<file path="config.mk">
export PLATFORM = sky130hd
export DESIGN_NAME = pma_pipe_arbiter_flat
export DESIGN_NICKNAME = d
export VERILOG_FILES = /design/src/rtl/pma_pipe_arbiter_if.sv /design/src/rtl/pma_pipe_arbiter.sv /design/src/flat_wrapper.sv
export SDC_FILE = /design/constraint.sdc
export NUM_CORES = 1
export LEC_CHECK = 0
export CAP_MARGIN = 40
export CORE_ASPECT_RATIO = 0.7
export CORE_MARGIN = 2
export CORE_UTILIZATION = 25
export DETAILED_ROUTE_END_ITERATION = 10
export PLACE_DENSITY = 0.69
export SETUP_SLACK_MARGIN = 0.3
export SYNTH_ARGS = -nofsm -noshare
export SYNTH_HDL_FRONTEND = slang
export SYNTH_SLANG_ARGS = --single-unit
</file>
<file path="constraint.sdc">
create_clock -name i_clk -period 4.3 [get_ports i_clk]
set_clock_uncertainty 0.1 [all_clocks]
set_input_delay 0.86 -clock i_clk [delete_from_list [all_inputs] [get_ports i_clk]]
set_output_delay 0.86 -clock i_clk [all_outputs]
set_load 0.1 [all_outputs]
</file>
<file path="src/rtl/pma_pipe_arbiter_if.sv">
// pma_pipe_arbiter_if
//   Bundles the requester handshake, pipeline issue/retire bus and the
//   result return bus of pma_pipe_arbiter. The arbiter connects through the
//   slave modport; the requesters plus pipeline (or a bench) use master.
interface pma_pipe_arbiter_if #(
  parameter int P_REQ   = 4,
  parameter int P_WIDTH = 32
);
  // requester side
  logic [P_REQ-1:0]         i_req;
  logic [P_REQ*P_WIDTH-1:0] i_req_data;
  logic [P_REQ-1:0]         o_req_ack;
  // pipeline issue side
  logic [P_WIDTH-1:0]       o_pipe_in;
  logic                     o_pipe_in_valid;
  logic                     o_pipe_stall;
  // pipeline retire side
  logic [P_WIDTH-1:0]       i_pipe_out;
  logic                     i_pipe_out_valid;
  // result return side
  logic [P_REQ-1:0]         o_rsp_valid;
  logic [P_WIDTH-1:0]       o_rsp_data;
  logic [P_REQ-1:0]         i_rsp_ready;

  modport slave (
    input  i_req, i_req_data, i_pipe_out, i_pipe_out_valid, i_rsp_ready,
    output o_req_ack, o_pipe_in, o_pipe_in_valid, o_pipe_stall,
           o_rsp_valid, o_rsp_data
  );

  modport master (
    output i_req, i_req_data, i_pipe_out, i_pipe_out_valid, i_rsp_ready,
    input  o_req_ack, o_pipe_in, o_pipe_in_valid, o_pipe_stall,
           o_rsp_valid, o_rsp_data
  );
endinterface

</file>
<file path="src/rtl/pma_pipe_arbiter.sv">
// pma_pipe_arbiter
//   Shares one in-order, fixed-depth pipeline among P_REQ requesters.
//   A round-robin arbiter issues at most one request per cycle, the owner ID
//   of every in-flight item is queued in a tag FIFO, and each retiring result
//   is steered back to the requester at the FIFO head. If that owner is not
//   ready the whole pipeline is stalled, so results never overtake each other.
//
//   Optional build macro: PMA_PIPE_ARB_PERF_EN adds saturating 32-bit
//   o_issue_cnt / o_stall_cnt performance counters.
module pma_pipe_arbiter #(
  parameter int P_REQ    = 4,
  parameter int P_WIDTH  = 32,
  parameter int P_STAGES = 6
) (
  input  logic i_clk,
  input  logic i_rst_n,
  pma_pipe_arbiter_if.slave bus
`ifdef PMA_PIPE_ARB_PERF_EN
  ,
  output logic [31:0] o_issue_cnt,
  output logic [31:0] o_stall_cnt
`endif
);

  localparam int TAG_W = (P_REQ > 1) ? $clog2(P_REQ) : 1;
  localparam int PTR_W = (P_STAGES > 1) ? $clog2(P_STAGES) : 1;
  localparam int CNT_W = $clog2(P_STAGES + 1);

  // Registered state
  logic [TAG_W-1:0] tag_mem [P_STAGES];
  logic [PTR_W-1:0] wr_ptr;
  logic [PTR_W-1:0] rd_ptr;
  logic [CNT_W-1:0] inflight;
  logic [TAG_W-1:0] rr_ptr;

  // Combinational decisions
  logic [TAG_W-1:0]   head;
  logic               out_valid;
  logic               stall;
  logic               retire;
  logic               found;
  logic [TAG_W-1:0]   grant_idx;
  logic               issue_ok;
  logic               issue;
  logic [P_REQ-1:0]   req_ack;
  logic [P_WIDTH-1:0] pipe_in;
  logic [P_REQ-1:0]   rsp_valid;
  logic [P_WIDTH-1:0] rsp_data;

  // Pointer increment that wraps at P_STAGES (depth need not be a power of 2)
  function automatic logic [PTR_W-1:0] ptr_inc(input logic [PTR_W-1:0] p);
    return (p == PTR_W'(P_STAGES - 1)) ? '0 : p + PTR_W'(1);
  endfunction

  // Retire side: steer the pipeline result to the owner at the FIFO head.
  // A result arriving with nothing in flight is a protocol error and is
  // ignored. Everything is gated by reset so outputs drop asynchronously.
  // NOTE: every signal assigned in an always_comb gets a default first, so no latch can be inferred.
  always_comb begin
    head      = tag_mem[rd_ptr];
    out_valid = 1'b0;
    stall     = 1'b0;
    retire    = 1'b0;
    rsp_valid = '0;
    rsp_data  = '0;
    if (i_rst_n && bus.i_pipe_out_valid && (inflight != '0)) begin
      out_valid       = 1'b1;
      rsp_valid[head] = 1'b1;
      rsp_data        = bus.i_pipe_out;
      stall           = !bus.i_rsp_ready[head];
      retire          = bus.i_rsp_ready[head];
    end
  end

  // Round-robin search: first set request at or after rr_ptr, wrapping
  always_comb begin
    found     = 1'b0;
    grant_idx = '0;
    for (int k = 0; k < P_REQ; k++) begin
      if (!found && bus.i_req[(int'(rr_ptr) + k) % P_REQ]) begin
        found     = 1'b1;
        grant_idx = TAG_W'((int'(rr_ptr) + k) % P_REQ);
      end
    end
  end

  // Issue side: grant only with a free slot and no stall; a retire in the
  // same cycle does not free a slot until the next cycle.
  always_comb begin
    issue_ok = i_rst_n && (inflight < CNT_W'(P_STAGES)) && !stall;
    issue    = found && issue_ok;
    req_ack  = '0;
    pipe_in  = '0;
    if (issue) begin
      req_ack[grant_idx] = 1'b1;
      pipe_in            = bus.i_req_data[int'(grant_idx)*P_WIDTH +: P_WIDTH];
    end
  end

  assign bus.o_req_ack       = req_ack;
  assign bus.o_pipe_in       = pipe_in;
  assign bus.o_pipe_in_valid = issue;
  assign bus.o_pipe_stall    = stall;
  assign bus.o_rsp_valid     = rsp_valid;
  assign bus.o_rsp_data      = rsp_data;

  // Tag storage: write the granted owner at the write pointer on issue
  // NOTE: the tag array is not reset; an entry is only read once inflight shows it was written.
  always_ff @(posedge i_clk) begin
    if (issue) begin
      tag_mem[wr_ptr] <= grant_idx;
    end
  end

  // Control state: FIFO pointers, inflight count and round-robin pointer
  // NOTE: sequential state uses non-blocking '<=' so every register samples pre-edge values.
  always_ff @(posedge i_clk or negedge i_rst_n) begin
    if (!i_rst_n) begin
      wr_ptr   <= '0;
      rd_ptr   <= '0;
      inflight <= '0;
      rr_ptr   <= '0;
    end else begin
      if (issue) begin
        wr_ptr <= ptr_inc(wr_ptr);
        rr_ptr <= (grant_idx == TAG_W'(P_REQ - 1)) ? '0 : grant_idx + TAG_W'(1);
      end
      if (retire) begin
        rd_ptr <= ptr_inc(rd_ptr);
      end
      case ({issue, retire})
        2'b10:   inflight <= inflight + CNT_W'(1);
        2'b01:   inflight <= inflight - CNT_W'(1);
        default: inflight <= inflight;
      endcase
    end
  end

`ifdef PMA_PIPE_ARB_PERF_EN
  // Saturating counters of issues and of stalled cycles
  always_ff @(posedge i_clk or negedge i_rst_n) begin
    if (!i_rst_n) begin
      o_issue_cnt <= '0;
      o_stall_cnt <= '0;
    end else begin
      if (issue && (o_issue_cnt != '1)) begin
        o_issue_cnt <= o_issue_cnt + 32'd1;
      end
      if (stall && (o_stall_cnt != '1)) begin
        o_stall_cnt <= o_stall_cnt + 32'd1;
      end
    end
  end
`endif

endmodule

</file>
<file path="src/flat_wrapper.sv">
// flat-port wrapper written by rule: the top's interface ports become plain ports
module pma_pipe_arbiter_flat 
#(
  parameter int P_REQ    = 4,
  parameter int P_WIDTH  = 32,
  parameter int P_STAGES = 6
)
  (i_clk, i_rst_n, bus_i_req, bus_i_req_data, bus_i_pipe_out, bus_i_pipe_out_valid, bus_i_rsp_ready, bus_o_req_ack, bus_o_pipe_in, bus_o_pipe_in_valid, bus_o_pipe_stall, bus_o_rsp_valid, bus_o_rsp_data);
  pma_pipe_arbiter_if #(.P_REQ(P_REQ), .P_WIDTH(P_WIDTH)) bus_i ();
  input  logic i_clk;
  input  logic i_rst_n;
  input wire logic [$bits(bus_i.i_req)-1:0] bus_i_req;
  input wire logic [$bits(bus_i.i_req_data)-1:0] bus_i_req_data;
  input wire logic [$bits(bus_i.i_pipe_out)-1:0] bus_i_pipe_out;
  input wire logic [$bits(bus_i.i_pipe_out_valid)-1:0] bus_i_pipe_out_valid;
  input wire logic [$bits(bus_i.i_rsp_ready)-1:0] bus_i_rsp_ready;
  output wire logic [$bits(bus_i.o_req_ack)-1:0] bus_o_req_ack;
  output wire logic [$bits(bus_i.o_pipe_in)-1:0] bus_o_pipe_in;
  output wire logic [$bits(bus_i.o_pipe_in_valid)-1:0] bus_o_pipe_in_valid;
  output wire logic [$bits(bus_i.o_pipe_stall)-1:0] bus_o_pipe_stall;
  output wire logic [$bits(bus_i.o_rsp_valid)-1:0] bus_o_rsp_valid;
  output wire logic [$bits(bus_i.o_rsp_data)-1:0] bus_o_rsp_data;
  assign bus_i.i_req = bus_i_req;
  assign bus_i.i_req_data = bus_i_req_data;
  assign bus_i.i_pipe_out = bus_i_pipe_out;
  assign bus_i.i_pipe_out_valid = bus_i_pipe_out_valid;
  assign bus_i.i_rsp_ready = bus_i_rsp_ready;
  assign bus_o_req_ack = bus_i.o_req_ack;
  assign bus_o_pipe_in = bus_i.o_pipe_in;
  assign bus_o_pipe_in_valid = bus_i.o_pipe_in_valid;
  assign bus_o_pipe_stall = bus_i.o_pipe_stall;
  assign bus_o_rsp_valid = bus_i.o_rsp_valid;
  assign bus_o_rsp_data = bus_i.o_rsp_data;
  pma_pipe_arbiter #(.P_REQ(P_REQ), .P_WIDTH(P_WIDTH), .P_STAGES(P_STAGES)) u_core (.i_clk(i_clk), .i_rst_n(i_rst_n), .bus(bus_i));
endmodule
</file>
==> flow_metrics.tcl, run 1 <==
set metrics [dict create \
    outcome "finished, final reports clean" \
    synth_nets 513 \
    synth_area_leaders "and2_1 17%, edfxtp_1 14%, a311oi_1 11%" \
    tritoncts "built" \
    hold_path.class "reg -> reg" \
    fin_cells 705 \
    chipWidth_um 126 \
    rsz0062_at_grt "no" \
    p_switching_w 0.00253 \
    wirelength_um 13100 \
    port-buffer-count 244 \
    crit_top_cell "buf_12" \
    synth_top_cell_area_share_pct 16.9 \
    crit_path_max_fanout 28 \
    cp_slowest_cell "clkdlybuf4s50_1" \
    ant_nets 0 \
    post-route-period-util_pct 91.3 \
    die_h_um 89.1 \
    htreeDepth 1 \
    die-area_um2 11200 \
    seqCellArea_um2 637 \
    antenna_found_initial 0 \
    postSynthAreaPerCell_um2 7.70 \
    clock_sinks 23 \
    clkLatencyLatePin_ps 250 \
    start_util_pct 25.4 \
    grt_max_degree 57 \
    nets 751 \
    grt_pass1_wl_um 17200 \
    swShare_pct 57.2 \
    slew_violations 0 \
    hold_violations 0 \
    drc 0 \
    placed_cells 694 \
    cts_made_buffers 3 \
    fillers 762 \
    grt_pass1_vias 3362 \
    tightest_slew_ps 713 \
    worstPathRequired_ps 3340 \
    powerDensity_nw_per_um2 635 \
    routedWlPerCell_um 18.5 \
    setup_tns_ps 0 \
    fin_ws_ps 374 \
    p_seq_share_pct 9.0 \
    area_growth_pct 169 \
    grt.total_usage_pct 19.1 \
    worstSetupPathType "in -> out" \
    synth_flop_cell "edfxtp_1" \
    multi_input_area_um2 2550 \
    period_needed_ps 3930 \
    pwr-share-clk_pct 4.5 \
    worstPathArrival_ps 2970 \
    yosysMostFrequentCell "nand2_1" \
    ys_warn_count 0 \
    grt-ovfl-total 0 \
    clk_pin_slew_worst_paths_ps 60 \
    irDropWorstVdd_uv 391 \
    core_um2 10200 \
    synth_top_area_cell "and2_1" \
    slew_headroom_pct 51.9 \
    max_freq_mhz 255 \
    async_flop_share_pct 47.8 \
    cts-root-buf "clkbuf_16" \
    synth_area_um2 2590 \
    place_ws_ps 333 \
    p_int_w 0.00189 \
    drt-initial-drc-count 158 \
    drv_cap 0 \
    io_pins 245 \
    ctsHoldBuffers 0 \
    hpwl_um 10000 \
    cts_buffer_depth 2 \
    antenna-diode-count 0 \
    yosysSeqAreaShare_pct 24.6 \
    pwr-share-comb_pct 86.5 \
    crit_chain "clkdlybuf4s50_1 > a21oi_1 > o21a_1 > o22ai_4 > buf_12 > inv_2 > clkbuf_16 > a211oi_2 > a311oi_4 > buf_12" \
    first_pass_iters 4 \
    row_count 31 \
    p_leak_nw 2.54 \
    slowest_delay_ps 530 \
    yosys.cell_types.count 40 \
    postSynthCellCount 336 \
    synth_common_cells "72 x nand2_1, 70 x and2_1, 35 x a211oi_1" \
    end_kind "primary output" \
    ys_ff_latch 23 \
    synth-edff-count 12 \
    finalPower_w 0.00442 \
    via_per_inst 5.00 \
    gp_congestion 0.814 \
    num_vias 3524 \
    finalSetupViolations 0 \
    cp-start-kind "primary input" \
    drive_above_1_share_pct 30.5 \
]
## power groups by stage
stage          clock network [W]  logic [W]  registers [W]
6_report                0.000197    0.00382       0.000399
5_1_grt                 0.000213    0.00397       0.000411
4_1_cts                 0.000203    0.00359       0.000397
3_5_place_dp                   0    0.00359       0.000401
3_3_place_gp                   0    0.00354       0.000397
2_1_floorplan                  0    0.00241       0.000361
## per-stage QoR
step / instance area (um2) / util [%] / hold slack [ps]
3_3_place_gp: 6550 / 64.2 / 406
3_5_place_dp: 6550 / 64.2 / 410
4_1_cts: 6630 / 65.0 / 420
2_1_floorplan: 3150 / - / 380
6_report: 6960 / 68.3 / 420
5_1_grt: 6960 / 68.3 / 459
## state kept, by name (all words and copies together) (netlist names)
register	flops
u_core.rd_ptr	3
u_core.tag_mem	12
u_core.inflight	3
u_core.rr_ptr	2
u_core.wr_ptr	3
## kinds of logic after synthesis
family | after synthesis | share of synthesized area [%]
simple gates | 168 | 33.0
xor+xnor | 5 | 1.69
mux | 12 | 5.18
buf+inv | 39 | 6.43
flops | 23 | 24.6
fa+ha+maj | 6 | 3.19
compound gates | 83 | 25.9
## area by class of cell
class / instances / area share, %
inverter: 9 / 0.485
tap: 132 / 2.37
multi-input combinational: 274 / 36.7
sequential: 23 / 9.15
clock buffer: 4 / 1.13
timing repair buffer: 263 / 50.2
## worst max-delay path, delay by kind of cell
family          cells  cell delay [ps]
compound gates      5              920
buf+inv             5             1180
## placed cells by master (no fill, tap or decap), types with 2 or more instances in the layout
| cell | netlist | layout |
|---|---|---|
| buf_4 | 0 | 5 |
| dfrtp_1 | 11 | 10 |
| inv_1 | 8 | 7 |
| a211oi_1 | 35 | 3 |
| a211oi_2 | 0 | 30 |
| buf_6 | 2 | 4 |
| a211oi_4 | 0 | 2 |
| nor3_1 | 5 | 4 |
| clkbuf_16 | 0 | 8 |
| ha_1 | 5 | 5 |
| xor2_1 | 3 | 3 |
| nor4_1 | 2 | 2 |
| xnor2_1 | 2 | 2 |
| nor3b_1 | 3 | 3 |
| nand2_1 | 72 | 72 |
| inv_2 | 1 | 2 |
| a311oi_4 | 0 | 32 |
| clkdlybuf4s50_1 | 0 | 169 |
| nor2_1 | 9 | 9 |
| edfxtp_1 | 12 | 12 |
| and2_1 | 70 | 70 |
| mux2_4 | 2 | 2 |
| a21oi_1 | 5 | 5 |
| mux2_2 | 3 | 3 |
| a2111o_1 | 2 | 2 |
| mux2i_1 | 7 | 7 |
| buf_12 | 0 | 79 |
## path summary, 6_finish.rpt
| path | startpoint | endpoint | slack (ps) | depth (start not counted) |
|---|---|---|---|---|
| hold / removal | u_core.inflight[2]$_DFFE_PN0P_ | u_core.inflight[2]$_DFFE_PN0P_ | 420 | 1 |
| setup / recovery | bus_i_req[1] | bus_o_pipe_in[1] | 370 | 10 |
| setup reg to reg | u_core.rd_ptr[0]$_DFFE_PN0P_ | u_core.inflight[2]$_DFFE_PN0P_ | 1150 | 10 |
| min in group asynchronous | i_rst_n | u_core.rd_ptr[2]$_DFFE_PN0P_ | 940 | 2 |
| hold reg to reg | u_core.inflight[2]$_DFFE_PN0P_ | u_core.inflight[2]$_DFFE_PN0P_ | 420 | 1 |
| max in group asynchronous | i_rst_n | u_core.rd_ptr[0]$_DFFE_PN0P_ | 2980 | 2 |
## per-layer routing
layer  track usage (%)  up-vias  routed length (um)
met5                 0        -                   0
met4              3.03        0                 136
met3              5.63       10                 925
met2              34.1      148                6550
met1              23.6     1671                5460
li1                  -     1695                   -
## repair_timing
item,4_1_cts,5_1_grt
gates resized for setup,0,42
setup endpoints to repair,0,35
setup buffers,0,2
(Power assumes the default switching activity.)
==> run 2, diff against run 1 <==
--- a/config.mk
+++ b/config.mk
@@ -8,9 +8,10 @@
 export CAP_MARGIN = 40
 export CORE_ASPECT_RATIO = 0.7
 export CORE_MARGIN = 2
-export CORE_UTILIZATION = 25
+export CORE_UTILIZATION = 31
+export CTS_CLUSTER_DIAMETER = 60
 export DETAILED_ROUTE_END_ITERATION = 10
-export PLACE_DENSITY = 0.69
+export PLACE_DENSITY = 0.8
 export SETUP_SLACK_MARGIN = 0.3
 export SYNTH_ARGS = -nofsm -noshare
 export SYNTH_HDL_FRONTEND = slang
==> flow_metrics.tcl, run 2 (synthesis gave the netlist of run 1 again) <==
set metrics [dict create \
    outcome "finished, violations left" \
    violations "DRC" \
    pwr-share-comb_pct 86.4 \
    busiest_layer "met2" \
    placed_cells 668 \
    worstPathRequired_ps 3340 \
    worstPathArrival_ps 3030 \
    slew_headroom_pct 65.7 \
    area_growth_pct 167 \
    port-buffer-count 244 \
    grt.total_usage_pct 26.7 \
    grt_pass1_vias 3711 \
    end_kind "primary output" \
    crit_buf_inv 4 \
    slowest_delay_ps 480 \
    clk_pin_slew_worst_paths_ps 60 \
    ant_nets 0 \
    gp_congestion 0.877 \
    chipWidth_um 113 \
    clock_sinks 23 \
    crit_chain "clkdlybuf4s50_1 > mux2i_1 > nor2_1 > nor3_4 > buf_6 > a211oi_2 > buf_4 > a311oi_4 > buf_12" \
    holdPathStages 2 \
    cp_num_cells 9 \
    swShare_pct 57.3 \
    cp-start-kind "primary input" \
    cts_made_buffers 3 \
    tightest_slew_ps 515 \
    largest_reg_flops 12 \
    nets 762 \
    fin_cells 685 \
    hpwl_um 10600 \
    core_um2 7970 \
    p_switching_w 0.00255 \
    finalPower_w 0.00445 \
    grt-ovfl-total 0 \
    rsz0062_at_grt "yes" \
    wirelength_um 14600 \
    setup_tns_ps 0 \
    met2_usage_pct 51.6 \
    num_vias 3810 \
    largest-register "u_core.tag_mem" \
    io_pins 245 \
    ctsHoldBuffers 0 \
    slew_violations 0 \
    p_int_w 0.00190 \
    crit_path_max_fanout 13 \
    routedWlPerCell_um 21.4 \
    row_count 27 \
    die_h_um 80.4 \
    irDropWorstVdd_uv 473 \
    drv_cap 0 \
    layout_commonest_cell "clkdlybuf4s50_1" \
    crit_family "buffers and inverters" \
    grt_pass1_wl_um 19300 \
    post-route-period-util_pct 92.9 \
    tritoncts "built" \
    layout_common_cells "167 x clkdlybuf4s50_1, 79 x buf_12, 72 x nand2_1" \
    reg2reg_depth 12 \
    grt_max_degree 52 \
    finalSetupViolations 0 \
    start_util_pct 32.4 \
    powerDensity_nw_per_um2 644 \
    p_seq_share_pct 9.2 \
    drc 14 \
    cts_buffer_depth 2 \
    hold_path.class "reg -> reg" \
    htreeDepth 1 \
    p_leak_nw 2.59 \
    fillers 391 \
    period_needed_ps 3990 \
    max_freq_mhz 250 \
    use_met1_pct 29.5 \
    worstSetupPathType "in -> out" \
    cp_slowest_cell "clkdlybuf4s50_1" \
    via_per_inst 5.56 \
    die-area_um2 9100 \
    drt-initial-drc-count 179 \
    fin_util_pct 86.6 \
    cts-root-buf "clkbuf_16" \
    antenna-diode-count 0 \
    hold_violations 0 \
    use_met3_pct 6.34 \
    clkLatencyLatePin_ps 250 \
    antenna_found_initial 0 \
    drive_above_1_share_pct 29.6 \
    pwr-share-clk_pct 4.5 \
    first_pass_iters 7 \
]
[run 2: cell count changes in the layout (fill, tap and decap cells not counted), moves of 2 or more]
cell             previous run  this run
a211oi_4                    2         0
buf_4                       5        15
clkbuf_2                    0         2
a211oi_1                    3        19
clkdlybuf4s50_1           169       167
dlymetal6s2s_1              1         3
a211oi_2                   30        16
clkbuf_16                   8         6
[run 2: layout make-up]
class / instances / area (um2) / share of cell area [%]
clock buffer: 3 / 75.1 / 1.09
clock inverter: 1 / 5.00 / 0.0725
inverter: 9 / 33.8 / 0.489
multi-input combinational: 274 / 2470 / 35.7
sequential: 23 / 637 / 9.22
tap: 101 / 126 / 1.83
timing repair buffer: 274 / 3560 / 51.6
[run 2: stage by stage]
step | hold WS [ps] | setup WS [ps] | cell area (um2)
2_1_floorplan | 380 | 108 | 3150
3_3_place_gp | 403 | 256 | 6550
3_5_place_dp | 413 | 153 | 6550
4_1_cts | 429 | 280 | 6670
5_1_grt | 473 | 164 | 6910
6_report | 442 | 305 | 6910
[run 2: repair_timing]
item,4_1_cts,5_1_grt
endpoints found under the setup margin,32,32
cloned,0,4
buffers inserted,2,7
resized for setup,3,27
pin swaps,1,5
[run 2: worst paths after layout]
| check | slack [ps] | startpoint | end |
|---|---|---|---|
| worst max register to register | 840 | u_core.rd_ptr[0]$_DFFE_PN0P_ | u_core.inflight[2]$_DFFE_PN0P_ |
| worst max-delay path | 310 | bus_i_req[2] | bus_o_pipe_in[9] |
| min in group asynchronous | 550 | i_rst_n | u_core.inflight[1]$_DFFE_PN0P_ |
| worst min register to register | 440 | u_core.rd_ptr[1]$_DFFE_PN0P_ | u_core.rd_ptr[1]$_DFFE_PN0P_ |
| max in group asynchronous | 3370 | i_rst_n | u_core.rd_ptr[0]$_DFFE_PN0P_ |
| worst min-delay path | 440 | u_core.rd_ptr[1]$_DFFE_PN0P_ | u_core.rd_ptr[1]$_DFFE_PN0P_ |
[run 2: worst min-delay path, stage by stage, from the launching register on]
cell and delay [ps]:
dfrtp_1 380, inv_1 60, mux2i_1 60
[run 2: layer usage]
layer  routed length (um)  share of wire (%)
met5                    0                  0
met4                  378                2.6
met3                 1180                8.1
met2                 7870                 54
met1                 5200                 36
[run 2: power groups by stage]
stage	combinational, W	clock [W]	sequential [W]
floorplan	0.00241	0	0.000361
global placement	0.00353	0	0.000395
detailed placement	0.00359	0	0.000404
CTS	0.00364	0.000199	0.000401
global route	0.00397	0.000212	0.000416
finish	0.00384	0.000198	0.000408
